<file path="src/rtl/upc_mon_pkg.sv">
// Shared definitions for the HLS loop/status monitor: default counter width,
// saturating step helper and event indices used for the event vector.
package upc_mon_pkg;

  localparam int unsigned DefaultCntW = 32;
  localparam int unsigned NumEv       = 8;

  typedef enum logic [2:0] {
    EvModStart  = 3'd0,
    EvModDone   = 3'd1,
    EvLoopStart = 3'd2,
    EvLoopDone  = 3'd3,
    EvItStart   = 3'd4,
    EvItEnd     = 3'd5,
    EvQuit      = 3'd6,
    EvStall     = 3'd7
  } upc_ev_e;

  // Up/down step clamped to [0, max_val]; simultaneous up and down cancel.
  function automatic logic [63:0] sat_step(input logic [63:0] val,
                                           input logic [63:0] max_val,
                                           input logic        up,
                                           input logic        down);
    logic [63:0] res;
    res = val;
    if (up && !down && (val != max_val)) begin
      res = val + 64'd1;
    end else if (down && !up && (val != 64'd0)) begin
      res = val - 64'd1;
    end
    return res;
  endfunction

endpackage

</file>
<file path="src/rtl/sat_counter.sv">
// Saturating up/down counter with synchronous clear and a freeze (hold) input.
module sat_counter
  import upc_mon_pkg::*;
#(
  parameter int unsigned CNT_W = DefaultCntW
) (
  input  logic             clk_i,
  input  logic             clr_i,
  input  logic             hold_i,
  input  logic             inc_i,
  input  logic             dec_i,
  output logic [CNT_W-1:0] cnt_o
);

  localparam logic [CNT_W-1:0] MaxVal = '1;

  logic [CNT_W-1:0] cnt_q, cnt_d;

  always_comb begin
    cnt_d = cnt_q;
    if (!hold_i) begin
      cnt_d = CNT_W'(sat_step(64'(cnt_q), 64'(MaxVal), inc_i, dec_i));
    end
  end

  always_ff @(posedge clk_i) begin
    if (clr_i) begin
      cnt_q <= '0;
    end else begin
      cnt_q <= cnt_d;
    end
  end

  assign cnt_o = cnt_q;

endmodule

</file>
<file path="src/rtl/upc_loop_status_monitor.sv">
// Passive observer of an HLS module handshake and its pipelined-loop FSM;
// decodes events and feeds saturating counters, freezing on finish.
module upc_loop_status_monitor
  import upc_mon_pkg::*;
#(
  parameter int unsigned STATE_W = 1,
  parameter int unsigned CNT_W   = DefaultCntW
) (
  input  logic               clock,
  input  logic               reset,
  input  logic               finish,
  input  logic               ap_start,
  input  logic               ap_ready,
  input  logic               ap_done,
  input  logic               ap_continue,
  input  logic [STATE_W-1:0] cur_state,
  input  logic [STATE_W-1:0] iter_start_state,
  input  logic [STATE_W-1:0] iter_end_state,
  input  logic [STATE_W-1:0] quit_state,
  input  logic               iter_start_block,
  input  logic               iter_end_block,
  input  logic               quit_block,
  input  logic               iter_start_enable,
  input  logic               iter_end_enable,
  input  logic               quit_enable,
  input  logic               loop_start,
  input  logic               loop_ready,
  input  logic               loop_done,
  input  logic               loop_continue,
  input  logic               quit_at_end,
  output logic               mod_busy,
  output logic [CNT_W-1:0]   mod_start_cnt,
  output logic [CNT_W-1:0]   mod_done_cnt,
  output logic [CNT_W-1:0]   mod_busy_cycles,
  output logic               loop_active,
  output logic [CNT_W-1:0]   loop_inv_cnt,
  output logic [CNT_W-1:0]   iter_start_cnt,
  output logic [CNT_W-1:0]   iter_end_cnt,
  output logic [CNT_W-1:0]   stall_cycles,
  output logic [CNT_W-1:0]   inflight,
  output logic               frozen,
  output logic               underflow_err
);

  logic mod_busy_q, mod_busy_d;
  logic loop_active_q, loop_active_d;
  logic frozen_q, underflow_q;
  logic mod_start_ev, mod_done_ev, loop_start_ev, loop_done_ev;
  logic it_start_ev, it_end_ev, quit_ev, stall_ev;
  logic iter_end_any, underflow_set;
  logic [NumEv-1:0] ev;

  // Ready strobes are informational only.
  logic unused_ready;
  assign unused_ready = ap_ready | loop_ready;

  always_comb begin
    mod_done_ev   = ap_done & ap_continue;
    mod_start_ev  = ap_start & ~mod_busy_q;
    loop_done_ev  = loop_done & loop_continue;
    loop_start_ev = loop_start & ~loop_active_q;
    it_start_ev   = (cur_state == iter_start_state) & iter_start_enable & ~iter_start_block;
    it_end_ev     = (cur_state == iter_end_state) & iter_end_enable & ~iter_end_block;
    quit_ev       = (cur_state == quit_state) & quit_enable & ~quit_block & quit_at_end;
    stall_ev      = loop_active_q & (cur_state == iter_start_state) & iter_start_block;

    ev              = '0;
    ev[EvModStart]  = mod_start_ev;
    ev[EvModDone]   = mod_done_ev;
    ev[EvLoopStart] = loop_start_ev;
    ev[EvLoopDone]  = loop_done_ev;
    ev[EvItStart]   = it_start_ev;
    ev[EvItEnd]     = it_end_ev;
    ev[EvQuit]      = quit_ev;
    ev[EvStall]     = stall_ev;

    // A quit that coincides with a normal end is one iteration end, not two.
    iter_end_any  = ev[EvItEnd] | ev[EvQuit];
    underflow_set = iter_end_any & ~ev[EvItStart] & (inflight == '0);

    // Back-to-back (raw start with done while busy) keeps the flag set.
    if (mod_busy_q) begin
      mod_busy_d = ~mod_done_ev | ap_start;
    end else begin
      mod_busy_d = mod_start_ev & ~mod_done_ev;
    end
    if (loop_active_q) begin
      loop_active_d = ~loop_done_ev | loop_start;
    end else begin
      loop_active_d = loop_start_ev & ~loop_done_ev;
    end
  end

  always_ff @(posedge clock) begin
    if (reset) begin
      mod_busy_q    <= 1'b0;
      loop_active_q <= 1'b0;
      frozen_q      <= 1'b0;
      underflow_q   <= 1'b0;
    end else if (!frozen_q) begin
      mod_busy_q    <= mod_busy_d;
      loop_active_q <= loop_active_d;
      frozen_q      <= finish;
      underflow_q   <= underflow_q | underflow_set;
    end
  end

  assign mod_busy      = mod_busy_q;
  assign loop_active   = loop_active_q;
  assign frozen        = frozen_q;
  assign underflow_err = underflow_q;

  sat_counter #(.CNT_W(CNT_W)) u_mod_start (
    .clk_i(clock), .clr_i(reset), .hold_i(frozen_q),
    .inc_i(ev[EvModStart]), .dec_i(1'b0), .cnt_o(mod_start_cnt)
  );

  sat_counter #(.CNT_W(CNT_W)) u_mod_done (
    .clk_i(clock), .clr_i(reset), .hold_i(frozen_q),
    .inc_i(ev[EvModDone]), .dec_i(1'b0), .cnt_o(mod_done_cnt)
  );

  sat_counter #(.CNT_W(CNT_W)) u_mod_busy_cycles (
    .clk_i(clock), .clr_i(reset), .hold_i(frozen_q),
    .inc_i(mod_busy_q), .dec_i(1'b0), .cnt_o(mod_busy_cycles)
  );

  sat_counter #(.CNT_W(CNT_W)) u_loop_inv (
    .clk_i(clock), .clr_i(reset), .hold_i(frozen_q),
    .inc_i(ev[EvLoopStart]), .dec_i(1'b0), .cnt_o(loop_inv_cnt)
  );

  sat_counter #(.CNT_W(CNT_W)) u_iter_start (
    .clk_i(clock), .clr_i(reset), .hold_i(frozen_q),
    .inc_i(ev[EvItStart]), .dec_i(1'b0), .cnt_o(iter_start_cnt)
  );

  sat_counter #(.CNT_W(CNT_W)) u_iter_end (
    .clk_i(clock), .clr_i(reset), .hold_i(frozen_q),
    .inc_i(iter_end_any), .dec_i(1'b0), .cnt_o(iter_end_cnt)
  );

  sat_counter #(.CNT_W(CNT_W)) u_stall (
    .clk_i(clock), .clr_i(reset), .hold_i(frozen_q),
    .inc_i(ev[EvStall]), .dec_i(1'b0), .cnt_o(stall_cycles)
  );

  sat_counter #(.CNT_W(CNT_W)) u_inflight (
    .clk_i(clock), .clr_i(reset), .hold_i(frozen_q),
    .inc_i(ev[EvItStart]), .dec_i(iter_end_any), .cnt_o(inflight)
  );

endmodule

</file>
<file path="config.mk">
export PLATFORM = sky130hd
export DESIGN_NAME = upc_loop_status_monitor
export DESIGN_NICKNAME = d
export VERILOG_FILES = /design/src/rtl/upc_mon_pkg.sv /design/src/rtl/sat_counter.sv /design/src/rtl/upc_loop_status_monitor.sv
export SDC_FILE = /design/constraint.sdc
export NUM_CORES = 1
export LEC_CHECK = 0
export ABC_AREA = 1
export CAP_MARGIN = 40
export CORE_UTILIZATION = 55
export DETAILED_ROUTE_END_ITERATION = 6
export PLACE_DENSITY = 0.89
export SLEW_MARGIN = 40
export SYNTH_ARGS = -nofsm -noshare
export SYNTH_HDL_FRONTEND = slang
export SYNTH_SLANG_ARGS = --single-unit
</file>
<file path="constraint.sdc">
create_clock -name clock -period 3.89 [get_ports clock]
set_input_delay 0.778 -clock clock [delete_from_list [all_inputs] [get_ports clock]]
set_output_delay 0.778 -clock clock [all_outputs]
set_load 0.1 [all_outputs]
</file>
* Word-level counts from Yosys, hierarchy flattened *
Index checks and enable logic that the tools add are counted.

operators by class
  bitwise gates (word level) = 30
  mux-type cells = 5
  equality and inequality tests = 11
  $add $sub $neg = 9
  reductions and logical operators = 24

operators with widths
  cell                     count
  $add A32 B1 Y32 const B  8
  $ne A32 B32 Y1 const B   8
  $mux W32                 2
  $logic_not A32 Y1        1
  $reduce_bool A32 Y1      1
  $sub A32 B1 Y32 const B  1
  $and A1 B1 Y1            17
  $reduce_and A2 Y1        8
  $logic_and A1 B1 Y1      11
  $not A1 Y1               9
  $or A1 B1 Y1             4
  $eq A1 B1 Y1             3
  $mux W1                  3
  $logic_not A1 Y1         2
  $reduce_bool A2 Y1       1

storage, ports and cells
  register bits = 260
  logic and storage cells = 91
  output and inout bits = 260

* Depth between registers and ports, before layout *
Gate-level depths: netlist (run 1).

  word-level depth = 10
  mapped depth = 20
  mapped depth without buffers = 20

* Modules after synthesis *
From an unflattened synthesis (run 1), not the netlist that was laid out.

unflattened totals
  cells, all modules = 5,711
  area total of the unflattened synthesis = 30,519.3 um^2

by module, submodules not included
  module                               cells an instance  seq. area each (um^2)  area an instance (um^2)  instances
  sat_counter (u_mod_busy_cycles ...)  703                640.6                  3,769.9                  3
  sat_counter (u_loop_inv ...)         705                640.6                  3,772.4                  2
  sat_counter (u_iter_end ...)         700                640.6                  3,761.1                  2
  sat_counter (u_inflight)             707                640.6                  3,726.1                  1
  upc_loop_status_monitor              85                 80.1                   416.6                    1

* Least setup slack after synthesis (run 1) *
OpenSTA, ideal clock, no wires.

  kind = register -> register
  from = register u_inflight.cnt_q[1] (netlist: u_inflight.cnt_o[1])
  to = register u_inflight.cnt_q[31] (netlist: u_inflight.cnt_o[31])
  period minus slack after synthesis = 3.485 ns
  data arrival time = 3.366 ns
  library setup time = 0.120 ns
  stages on the path, launching flop included = 19
  buffers on the path = 0
  required time = 3.770 ns
  slack = 0.405 ns
  cell sequence = dfxtp_1 -> nand2_1 -> nor2_1 -> nand2_1 -> nor2_1 -> nand2_1 -> nand2_1 -> ha_1 -> or2_2 -> nand3_1 -> nand2_1 -> nand2_1 -> nand2_1 -> nand2_1 -> nand2_1 -> nand2_1 -> nand2_1 -> nor2_1 -> nor2_1

on the way
  cells in the longest elaborated chain, start to end = 4
  elaborated cells on any way between the ends = 10
  classes of those cells = add/sub (2); eq/ne (1); mux (2); reduce/logical (5)

ends and longest elaborated chain
  element                                                  RTL line           text
  start: declaration                                       sat_counter.sv:17  logic [CNT_W-1:0] cnt_q, cnt_d;
  start signal: assignment                                 sat_counter.sv:30  cnt_q <= cnt_d;
  branches (longest 4 deep; another with $sub A32 B1 Y32)  -

Several ways; the timed one is not identified. The select of a mux whose other input is x is not followed.
A chain may end at the register's enable or synchronous reset.

* Worst setup path after layout (run 1) *
  from = input cur_state
  to = register u_inflight.cnt_q[26] (netlist: u_inflight.cnt_o[26])

on the way
  cells in the longest elaborated chain, start to end = 10
  elaborated cells on any way between the ends = 20
  classes of those cells = eq/ne (3); mux (1); bitwise (8); reduce/logical (8)

ends and longest elaborated chain
  element                              RTL line                       text
  start: declaration                   upc_loop_status_monitor.sv:16  input logic [STATE_W-1:0] cur_state,
  $eq A1 B1 Y1                         upc_loop_status_monitor.sv:64  quit_ev = (cur_state == quit_state) & quit_enable & ~quit_block & quit_at_end;
  $and A1 B1 Y1 (3 in series)          upc_loop_status_monitor.sv:64
  $or A1 B1 Y1                         upc_loop_status_monitor.sv:78  iter_end_any = ev[EvItEnd] | ev[EvQuit];
  $logic_not A1 Y1                     -
  $logic_and A1 B1 Y1 (2 in series)    upc_mon_pkg.sv:26              if (up && !down && (val != max_val)) begin
  $reduce_bool A2 Y1 (no source line)  -
  $reduce_and A2 Y1 (no source line)   -

Several ways; a longest one is shown, not always the timed one.

==> impl_metrics.ini, run 1 <==
[clocking]
clkTransAtPathRegs_ps = 60
htree_levels = 1
clock-sinks = 260
cts_setup_buffers = 0
clockRootBuffer = clkbuf_16
cts_tree = yes
insertion_delay_ps = 570
post_cts_resized = 0
ctsHoldBuffers = 0
clockBufferDepth = 3
numCtsBuffers = 31

[floorplanning]
die_area_um2 = 32600
ios = 282
initial_core_util_pct = 55.7
rows = 65
die_x_um = 181
design.core.area_um2 = 31500
fp.dieH_um = 181

[synthesis]
synth_cells = 2856
synth_fp_nets = 2916
ys_ff_latch = 260
yosys_warnings = 0
synthArstFlopShare_pct = 0
synth_area_um2 = 17500
synth_edf_count = 0
synth_cell_types = 40
synth_area_per_cell_um2 = 6.14
ys_seq_area_share_pct = 29.7
yosys_most_used_dff = dfxtp_1

[placement]
port_buffers = 279
placed_area_um2 = 19200
pre_cts_ws_ps = 44.7
placed_cells = 3475
dp_hpwl_um = 37900
place_congestion = 1.03

[finish]
fin_util_pct = 64.6
final_cell_mix = nand2_1 (1048), nor2_1 (344), inv_1 (282)
layout_commonest_cell = nand2_1
diodes = 0
layout-drive-gt1-share_pct = 12.9
area_delta_synth_final_pct = 15.8
finalNonFillerCells = 3531
nNetsFinal = 3166
fin_area_um2 = 20300

[run]
maxCapViolations = 0

[grt]
grt_antenna_before_repair = 0
grt_overflow_total = 0
grt_pass1_vias = 17131
grt_max_degree = 96
grt_pass1_wl_um = 83300
grt.total_usage_pct = 30.4

[min_path]
min_path_type = in2reg

[sta]
max_slew_margin_pct = 48.3
fin_skew_ps = 25.7
report.final.hold_viol_count = 0
post-route-period-util_pct = 85.8
setup-violations-final = 0
min_period_ps = 3340
worstMarginPinSlew_ps = 775
timing.fmax_mhz = 300
holdWs_ps = 409
slew_viol_final = 0
fin_ws_ps = 554
rsz0062_at_grt = false
setup_tns_ps = 0

[drt]
drcViolationCount = 0
num_vias = 18970
ant_nets = 0
dr.pass1.iters = 6
vias_per_cell = 5.37
drt_wl_total_um = 51100
wl_per_cell_um = 14.5
drt_iter0_drc = 1805

[power]
leakagePower_nw = 8.76
power.total_mw = 7.67
power_frac_clock_pct = 41.6
max-vdd-ir-drop_v = 0.000455
seq_power_share_pct = 36.3
internal_power_mw = 5.19
combPwrFrac_pct = 22.1
swShare_pct = 32.4
p_per_area_nw_per_um2 = 378
p_sw_mw = 2.49

[worst_setup_path]
critPathLaunchType = input port
arrival_ps = 3800
cp.required_ps = 4350
critPathKind = in2reg
path_max_fanout = 12
endpoint_kind = flop

[status]
status = finished clean
path summary, 6_finish.rpt:
kind / from / endpoint / slack, ps / depth (start not counted)
worst max register to register: u_inflight.cnt_o[24] / u_inflight.cnt_o[26] / 810 / 19
worst min-delay path: reset / u_loop_inv.cnt_o[7] / 410 / 2
worst min register to register: u_mod_done.cnt_o[31] / u_mod_done.cnt_o[31] / 480 / 2
worst max-delay path: cur_state / u_inflight.cnt_o[26] / 550 / 21
metal layers:
layer | GRT usage (%) | routed length, um | up-vias
met4 | 11.5 | 1780 | 0
met1 | 40.3 | 22200 | 8599
met5 | 0 | 0 | -
met2 | 50.0 | 23200 | 742
li1 | - | - | 9506
met3 | 4.39 | 3950 | 123
area by class of cell:
class,count,area [um2]
timing repair buffer,289,1590
multi-input combinational,2227,10800
inverter,297,1120
clock inverter,11,216
clock buffer,45,918
sequential,260,5200
fill,2906,11200
tap,402,503
kinds of logic after synthesis:
logic type | after synthesis | share of synthesized area, %
buffers and inverters | 369 | 8.97
xor gates and xnor gates | 170 | 8.49
AOI/OAI and AO/OA | 312 | 9.02
and+or+nand+nor | 1707 | 41.1
DFF | 260 | 29.7
adders and majority gates | 38 | 2.75
registers in the layout, summed over array words and instances, names as in the netlist, 32 cells and up:
signal,cells
u_mod_busy_cycles.cnt_o,32
u_mod_start.cnt_o,32
u_stall.cnt_o,32
u_iter_end.cnt_o,32
u_inflight.cnt_o,32
u_iter_start.cnt_o,32
u_loop_inv.cnt_o,32
u_mod_done.cnt_o,32
worst max-delay path, cell delays in order:
cell	delay [ps]
clkdlybuf4s50_1	540
inv_1	80
nand2_1	60
nand2_1	50
nand2_1	70
nand2_2	140
nor2_2	170
nand2_1	120
buf_4	210
ha_1	370
nand2_1	110
nor2_1	140
nand2_1	80
nand3b_1	200
nand2_1	100
nand2_1	200
nand2_1	110
nand3_1	100
nand3_1	70
nand2_1	60
inv_1	30
Yosys cell counts (all sizes together) (2+ instances only):
library cell     n  area share (%)
nor4             3            0.18
nor2           361             8.1
dfxtp          260              30
nand2         1056              23
inv            296             6.4
ha              37             2.6
a21o             2           0.086
nand3b          21            0.90
xor2           114             5.7
o21bai           2           0.086
buf             45             2.0
nor3           117             3.9
or2              2           0.071
clkbuf          27            0.58
nand3           97             3.4
xnor2           56             2.8
o21ai           62             1.8
a21oi          243             7.0
nand4           44             1.6
and3             5            0.18
power groups by stage:
stage	Combinational, mW	Sequential (mW)	Clock [mW]
after floorplan	1.01	3.17	0
after global placement	1.67	2.84	0
after detailed placement	1.66	2.84	0
after CTS	1.67	2.78	3.23
after global routing	1.87	2.79	3.36
final	1.70	2.78	3.19
Power figures use the tool's default switching activity.
==> run 2: changes to the inputs <==
--- a/config.mk
+++ b/config.mk
@@ -5,11 +5,11 @@
 export SDC_FILE = /design/constraint.sdc
 export NUM_CORES = 1
 export LEC_CHECK = 0
-export ABC_AREA = 1
 export CAP_MARGIN = 40
-export CORE_UTILIZATION = 55
+export CORE_UTILIZATION = 64
 export DETAILED_ROUTE_END_ITERATION = 6
-export PLACE_DENSITY = 0.89
+export DONT_BUFFER_PORTS = 1
+export PLACE_DENSITY = 0.87
 export SLEW_MARGIN = 40
 export SYNTH_ARGS = -nofsm -noshare
 export SYNTH_HDL_FRONTEND = slang
==> run 2 against run 1 <==
Net effect:
- hold slack worse by 86 ps
- cell count shrank 37%
- global-route usage grew 6.9 points
- register-to-register slack worse by 660 ps
- utilization up 20 points
- sequential power up 4%
- flip-flop and latch count stayed put
- worst setup slack got worse by 410 ps
==> impl_metrics.ini, run 2 <==
[status]
status = finished clean

[sta]
rsz0062_at_grt = true
setup-violations-final = 0
min_period_ps = 3740
report.final.hold_viol_count = 0
slew_viol_final = 0
max_slew_margin_pct = 47.4
worstMarginPinSlew_ps = 784
timing.fmax_mhz = 267
fin_skew_ps = 11.6
post-route-period-util_pct = 96.2

[drt]
drt_iter0_drc = 1017
num_vias = 13712
wl_per_cell_um = 18.7
drt_wl_total_um = 41400
ant_nets = 0
dr.pass1.iters = 5
drcViolationCount = 0
vias_per_cell = 6.17

[placement]
place_congestion = 0.950
port_buffers = 0
dp_hpwl_um = 28200

[clocking]
clock-sinks = 260
cts_tree = yes
htree_levels = 1
clockBufferDepth = 3
clockRootBuffer = clkbuf_16
clkTransAtPathRegs_ps = 60
insertion_delay_ps = 540
numCtsBuffers = 27

[grt]
grt_overflow_total = 0
grt_max_degree = 263
grt_antenna_before_repair = 1
grt_pass1_wl_um = 66000
grt.total_usage_pct = 37.3
grt_pass1_vias = 13641

[floorplanning]
initial_core_util_pct = 65.4
rows = 52
design.core.area_um2 = 20200
fp.dieH_um = 146
die_area_um2 = 21300
ios = 282
die_x_um = 146

[power]
p_sw_mw = 3.52
leakagePower_nw = 6.85
swShare_pct = 37.4
max-vdd-ir-drop_v = 0.000367
power.total_mw = 9.41
p_per_area_nw_per_um2 = 552
seq_power_share_pct = 30.6
internal_power_mw = 5.89
combPwrFrac_pct = 40.9
power_frac_clock_pct = 28.5

[synthesis]
synth_top_cells_by_count = dfxtp_1 (260), nor2_1 (260), nand2_1 (133)
yosys_most_used_dff = dfxtp_1
synthArstFlopShare_pct = 0
ys_seq_area_share_pct = 39.3
synth_area_per_cell_um2 = 8.20
synth_fp_nets = 1675
synth_area_um2 = 13200
ys_ff_latch = 260
yosysTopAreaCell = dfxtp_1
synth.top_cell.area_share_pct = 39.3
synth_edf_count = 0
synth_cells = 1615
synth_area_leaders = dfxtp_1 (39%), nor2_1 (7.4%), xor2_1 (6.9%)
yosys_warnings = 0
synth_cell_types = 68

[finish]
final_cell_mix = buf_4 (338), nor2_1 (258), dfxtp_1 (219)
fin_util_pct = 84.2
layout_commonest_cell = buf_4
nNetsFinal = 1993
nFillCells = 1062
layout-drive-gt1-share_pct = 23.8
area_delta_synth_final_pct = 28.7

[worst_setup_path]
cpMostUsedCell = buf_4
critPathLaunchType = flop
cp.required_ps = 4300
slowest_delay_ps = 380
critPathKind = reg2reg
path_max_fanout = 12
cpMaxStageDelayCell = a2111oi_2
cp_cell_sequence = nand4_1, nor4_2, buf_4, a2bb2oi_1, and2_1, clkinvlp_4, buf_4, buf_4, ha_1, a21o_1, a21oi_1, nor2_1, o21ai_0, o21ai_0, a2111oi_2, a211oi_1, mux2_1
arrival_ps = 4150
endpoint_kind = flop

[run]
maxCapViolations = 0

[min_path]
min_path_type = in2reg
run 2: cell type report:
cell class	instances	area, um2	share of cell area (%)
Sequential cell	260	5260	30.8
Multi-Input combinational cell	1264	7830	46.0
Timing Repair Buffer	338	2540	14.9
Tap cell	270	338	1.98
Antenna cell	1	2.50	0.0147
Inverter	42	161	0.947
Clock inverter	8	144	0.844
Clock buffer	38	767	4.50
run 2: timing repair:
| action | CTS | global route |
|---|---|---|
| setup buffers | 0 | 0 |
| gates resized for setup | 0 | 8 |
| endpoints found under the setup margin | 0 | 13 |
| hold buffers | 0 | 0 |
run 2: path summary, 6_finish.rpt:
| kind | start | endpoint | slack (ps) | cells past startpoint |
|---|---|---|---|---|
| max | u_inflight.cnt_o[2] | u_inflight.cnt_o[31] | 150 | 17 |
| max reg2reg | u_inflight.cnt_o[2] | u_inflight.cnt_o[31] | 150 | 17 |
| min reg2reg | u_mod_done.cnt_o[14] | u_mod_done.cnt_o[14] | 540 | 2 |
| min | reset | u_loop_inv.cnt_o[23] | 320 | 1 |
run 2: logic make-up after synthesis:
logic type      after synthesis  synth area share [%]
buf+inv                      91                  2.59
xor+xnor                    194                  12.8
mux                          10                 0.794
fa+ha+maj                    38                  3.65
simple gates                800                  30.7
compound gates              222                  10.1
flops                       260                  39.3
run 2: layer usage:
metal  GRT usage, %  wire [um]
met1           40.4      15200
met2           64.8      20000
met3           10.9       3940
met4           21.5       2360
met5              0          0
run 2: metrics by stage:
stage	worst slack (ps)	setup TNS (ps)	std cells	hold slack, ps	area, um2
floorplan	-477	-4190	1615	696	13400
detailed placement	-474	-5280	2174	532	16100
finish	147	0	2221	323	17000
global route	-109	-325	2221	313	17000
global placement	-337	-2830	2174	520	16100
CTS	67.5	0	2220	306	17000
run 2: critical path, delay by kind of cell (launching register included):
kind / cells / cell delay (ps)
AOI/OAI and AO/OA: 7 / 1310
adders and majority gates: 1 / 250
buffers and inverters: 4 / 680
DFF: 1 / 330
muxes: 1 / 320
and+or+nand+nor: 4 / 730
run 2: power groups by stage:
stage                     sequential, mW  combinational (mW)  clock, mW
after floorplan                     3.84                1.69          0
after global placement              2.93                3.57          0
after detailed placement            2.93                3.69          0
after CTS                           2.88                3.73       2.70
after global routing                2.89                4.09       2.81
final                               2.88                3.85       2.68
==> run 3: changes to the inputs <==
--- a/config.mk
+++ b/config.mk
@@ -9,6 +9,7 @@
 export CORE_UTILIZATION = 64
 export DETAILED_ROUTE_END_ITERATION = 6
 export DONT_BUFFER_PORTS = 1
+export MAX_ROUTING_LAYER = met4
 export PLACE_DENSITY = 0.87
 export SLEW_MARGIN = 40
 export SYNTH_ARGS = -nofsm -noshare
==> run 3 against run 2 <==
Net effect:
- register-to-register slack got worse by 60 ps
- global-route usage increased by 1.0 points
- maximum frequency decreased by 1.6%
- via count decreased by 0.64%
- sequential power about the same
- sequential share of layout area about the same
==> impl_metrics.ini, run 3 (synthesis gave the netlist of run 2 again) <==
[status]
status = finished clean

[worst_setup_path]
path_max_fanout = 12
reg2reg_depth = 16
critPathLaunchType = flop
cp.required_ps = 4300
arrival_ps = 4220
critPathKind = reg2reg
endpoint_kind = flop

[drt]
drcViolationCount = 0
ant_nets = 0
num_vias = 13624
drt_wl_total_um = 41100
drt_iter0_drc = 986
wl_per_cell_um = 18.5
vias_per_cell = 6.13
dr.pass1.iters = 6

[grt]
grt_antenna_before_repair = 1
grt_pass1_wl_um = 65900
grt_pass1_vias = 13659
grt_max_degree = 263
grt_overflow_total = 0
grt.total_usage_pct = 38.3

[finish]
nNetsFinal = 1994
layout_commonest_cell = buf_4
layout-drive-gt1-share_pct = 23.7
final_cell_mix = buf_4 (338), nor2_1 (258), dfxtp_1 (219)
nFillCells = 1078
finalNonFillerCells = 2223
area_delta_synth_final_pct = 28.8
fin_util_pct = 84.3

[sta]
fin_skew_ps = 15.6
max_slew_margin_pct = 42.7
worstMarginPinSlew_ps = 855
setup-violations-final = 0
min_period_ps = 3800
slew_viol_final = 0
post-route-period-util_pct = 97.8
timing.fmax_mhz = 263
fin_ws_ps = 86.3
report.final.hold_viol_count = 0

[power]
power.total_mw = 9.42
leakagePower_nw = 6.86
max-vdd-ir-drop_v = 0.000583
p_per_area_nw_per_um2 = 553

[clocking]
clockRootBuffer = clkbuf_16
insertion_delay_ps = 540
cts_tree = yes
clkTransAtPathRegs_ps = 60
numCtsBuffers = 27
ctsHoldBuffers = 0
clock-sinks = 260
htree_levels = 1
clockBufferDepth = 3

[run]
maxCapViolations = 0

[floorplanning]
die_x_um = 146
design.core.area_um2 = 20200
fp.dieH_um = 146
die_area_um2 = 21300
initial_core_util_pct = 65.4
rows = 52
ios = 282

[min_path]
hold_depth = 1
min_path_type = in2reg

[placement]
port_buffers = 0
dp_hpwl_um = 27600
pre_cts_ws_ps = -441
place_congestion = 0.967
placed_cells = 2174
## run 3: final cells by class
class	instances	area, um2	share of cell area [%]
antenna	1	2.50	0.0147
clock buffer	40	785	4.60
clock inverter	7	139	0.814
inverter	42	161	0.946
multi-input combinational	1264	7820	45.9
sequential	260	5260	30.8
tap	270	338	1.98
timing repair buffer	339	2550	14.9
## run 3: final timing paths
check | from | to | slack, ps
setup / recovery | u_inflight.cnt_o[2] | u_inflight.cnt_o[31] | 90
hold / removal | reset | u_iter_end.cnt_o[26] | 330
setup reg to reg | u_inflight.cnt_o[2] | u_inflight.cnt_o[31] | 90
hold reg to reg | u_mod_done.cnt_o[14] | u_mod_done.cnt_o[14] | 580
## run 3: what timing repair did
item | 4_1_cts | 5_1_grt
resized for setup | 0 | 9
endpoints found under the hold margin | 0 | 0
setup buffers | 0 | 1
setup endpoints to repair | 0 | 15
## run 3: stage by stage
step | area, um2 | hold slack, ps | TNS [ps]
2_1_floorplan | 13400 | 696 | -4190
3_3_place_gp | 16100 | 520 | -2830
3_5_place_dp | 16100 | 520 | -5280
4_1_cts | 17000 | 303 | 0
5_1_grt | 17100 | 319 | -195
6_report | 17100 | 329 | 0
## run 3: worst max-delay path, cell delays in order, from the launching register on
cell and delay, ps:
dfxtp_2 330, nand4_1 170, nor4_2 370, buf_4 190, a2bb2oi_1 70, and2_1 190, clkinvlp_4 110, buf_4 210
ha_1 280, or2_2 310, a21oi_1 150, a21oi_1 80, and3b_2 310, nor2_2 60, a2111oi_1 420, a211oi_1 110
mux2_1 320
## run 3: metal layers
| layer | track usage, % | routed length, um | up-vias |
|---|---|---|---|
| met1 | 41.5 | 15400 | 6370 |
| met4 | 19.0 | 2040 | 0 |
| met2 | 64.7 | 19700 | 732 |
| met5 | - | 0 | - |
| met3 | 10.2 | 4040 | 184 |
| li1 | - | - | 6338 |
## run 3: power breakdown
part           switching, mW  leakage, nW  internal [mW]
combinational           2.35         4.29           1.48
sequential            0.0786         2.12           2.80
clock                   1.06        0.453           1.65
total                   3.49         6.86           5.93
==> variant (settings of run 1) <==
Reset style: asynchronous (`reset`), changed in one clocked block.
--- a/src/rtl/upc_loop_status_monitor.sv
+++ b/src/rtl/upc_loop_status_monitor.sv
@@ -92,5 +92,5 @@
   end
 
-  always_ff @(posedge clock) begin
+  always_ff @(posedge clock or posedge reset) begin
     if (reset) begin
       mod_busy_q    <= 1'b0;
Function: not settled (the Yosys comparison gave no result); the edit may change what the design does.
==> variant against run 1 <==
The run now ends with DRC left; wire length grew 1.4%; synthesized area shrank 1.7%; final area shrank 1.7%; worst setup slack lost 0.047 ns; sequential cell count is the same; largest cell class unchanged.
Power is not compared: it rests on default switching activity, and its combinational part moved more than twofold at a synthesized area within 25%.
==> variant: results (changes against run 1) <==
Outcome
  – Status: finished, violations left
  – Violated checks: DRC

Yosys
  – Synthesized netlist net count: 2,911 (-0.17%)
  – Largest cells by area after synthesis: sky130_fd_sc_hd__dfxtp_1, sky130_fd_sc_hd__nand2_1, sky130_fd_sc_hd__nor2_1, sky130_fd_sc_hd__a21oi_1, sky130_fd_sc_hd__xor2_1
  – Sequential-to-total area share from yosys stat: 30.3% (+0.62 points)
  – Synth async-reset ratio: 1.54% (+1.5 points)
  – Count of cell types in the netlist: 43 (+7.5%)
  – Leading post-synthesis cells by instance count: sky130_fd_sc_hd__nand2_1, sky130_fd_sc_hd__nor2_1, sky130_fd_sc_hd__inv_1, sky130_fd_sc_hd__dfxtp_1, sky130_fd_sc_hd__a21oi_1

Cells and area
  – Net count reported at finish: 3,166 (unchanged)
  – Total inserted antenna cells: 0 (unchanged)
  – Layout filler cell count: 2,910 (+0.14%)
  – Share of layout cells above drive strength 1: 11.5% (-1.4 points)
  – Sequential cell area: 0.00523 mm^2 (+0.38%)

Setup path
  – CP Max Fanout: 22 (+10)
  – Count of cells along the worst register-to-register path: 19 (unchanged)
  – Worst endpoint data arrival time: 3.83 ns (+0.03 ns)
  – Startpoint of the worst-slack reg-to-reg timing path: u_inflight.cnt_o[15]$_SDFFE_PP0P_
  – FF-to-FF End: u_inflight.cnt_o[20]$_SDFFE_PP0P_

Hold path
  – Hold crit path type: reg2reg
  – Worst hold path stage count: 2 (unchanged)
  – Hold worst-path end: u_loop_inv.cnt_o[31]$_SDFFE_PP0P_
  – Source of the worst hold timing path: u_loop_inv.cnt_o[31]$_SDFFE_PP0P_

Global route
  – Global-route met1 utilization: 42.2% (+1.9 points)
  – Met2 usage: 51.3% (+1.3 points)
  – First-pass GRT wire length: 82,400 um (-1.1%)
  – Via count of the first global-routing pass: 17,000 (-1.1%)
  – Global-route usage over all layers: 31.3% (+0.90 points)
  – Pin count of the biggest net entering global routing: 75 (-22%)
  – Met3 track demand over resource: 4.62% (+0.24 points)

Detailed routing
  – Total via count after detailed routing: 18,900 (-0.19%)
  – Drt pass-1 iters: 7 (+1)
  – Length of routed met3 wiring: 4370 um (+11%)
  – Met2 Wirelength: 23,300 um (+0.76%)
  – Met1 layer wirelength in the final routing: 22,800 um (+2.4%)
  – Number of violations reported at the end of detailed-routing iteration 0: 1,699 (-5.9%)
  – DR WL/cell: 14.7 um (+1.7%)
  – DR DRC count: 40 (+40)

Clock tree
  – Post-CTS Resized: 0 (unchanged)
  – CTS Root Cell: sky130_fd_sc_hd__clkbuf_16
  – Buffer depth of the longest clock path: 3 (unchanged)
  – Clock transition at the registers of the reported paths: 0.06 ns (about the same)
  – Clock buffer count from CTS: 30 (-3.2%)

Timing
  – Maximum clock skew at final layout: 0.0118 ns (-0.0140 ns)
  – Measured slew at the worst slew-check pin: 0.692 ns (-0.0830 ns)
  – Worst hold slack: 0.480 ns (+0.0707 ns)

Placed design
  – Global placer's final weighted congestion: 0.982 (-5.0%)
  – Buffers on Ports: 279 (unchanged)
  – Half-perimeter wire length of the detailed placement result: 38,600 um (+2.0%)
[variant: per-stage QoR]
step | instance area, um^2 | instances | setup slack [ns] | total power (uW) | utilization [%]
floorplan | 17300 | 2851 | 0.682 | 2910 | -
global placement | 20300 | 3470 | 0.152 | 2990 | 66.0
detailed placement | 19000 | 3470 | 0.0448 | 3000 | 61.8
CTS | 20000 | 3524 | 0.629 | 5780 | 65.0
global route | 20000 | 3524 | 0.300 | 5930 | 65.0
finish | 20000 | 3524 | 0.506 | 5750 | 65.0
[variant: worst max-delay path: stages]
cell,delay (ns)
sky130_fd_sc_hd__clkdlybuf4s50_1,0.49
sky130_fd_sc_hd__xnor2_1,0.39
sky130_fd_sc_hd__nand2_1,0.20
sky130_fd_sc_hd__nor2_2,0.20
sky130_fd_sc_hd__nand2_2,0.11
sky130_fd_sc_hd__buf_12,0.18
sky130_fd_sc_hd__ha_1,0.36
sky130_fd_sc_hd__nand2_1,0.13
sky130_fd_sc_hd__nor2_1,0.21
sky130_fd_sc_hd__inv_1,0.06
sky130_fd_sc_hd__o21bai_1,0.24
sky130_fd_sc_hd__nand2_1,0.13
sky130_fd_sc_hd__nand4_1,0.09
sky130_fd_sc_hd__nand2_1,0.07
sky130_fd_sc_hd__nor2_1,0.13
sky130_fd_sc_hd__nor2_1,0.05
[variant: layout make-up]
type | count | share of cell area [%]
Clock buffer | 51 | 4.66
Clock inverter | 3 | 0.200
Inverter | 278 | 5.22
Multi-Input combinational cell | 2238 | 53.0
Sequential cell | 260 | 26.1
Tap cell | 396 | 2.48
Timing Repair Buffer | 298 | 8.32
[variant: how the worst max path moves through the flow]
| stage | start | end | slack (ns) |
|---|---|---|---|
| after floorplan | u_inflight.cnt_o[16]$_SDFFE_PP0P_ | u_inflight.cnt_o[21]$_SDFFE_PP0P_ | 0.68 |
| after global placement | cur_state | u_inflight.cnt_o[30]$_SDFFE_PP0P_ | 0.15 |
| after CTS | cur_state | u_inflight.cnt_o[24]$_SDFFE_PP0P_ | 0.63 |
| final | cur_state | u_inflight.cnt_o[24]$_SDFFE_PP0P_ | 0.51 |
| after detailed placement | cur_state | u_inflight.cnt_o[30]$_SDFFE_PP0P_ | 0.04 |
| after global routing | cur_state | u_inflight.cnt_o[18]$_SDFFE_PP0P_ | 0.30 |
[variant: cell families after synthesis]
family | share of synthesized area, %
AO/OA/AOI/OAI | 8.96
buffers and inverters | 8.36
adder cells (fa/ha/maj) | 2.80
AND/OR/NAND/NOR | 40.4
XOR/XNOR | 9.14
flip-flops | 30.3
[variant: report_power, final]
| group | internal [uW] | switching (uW) | total, uW |
|---|---|---|---|
| Clock | 1670 | 1130 | 2800 |
| Combinational | 89.3 | 194 | 283 |
| Sequential | 2660 | 0.0761 | 2660 |
| Total | 4420 | 1320 | 5750 |
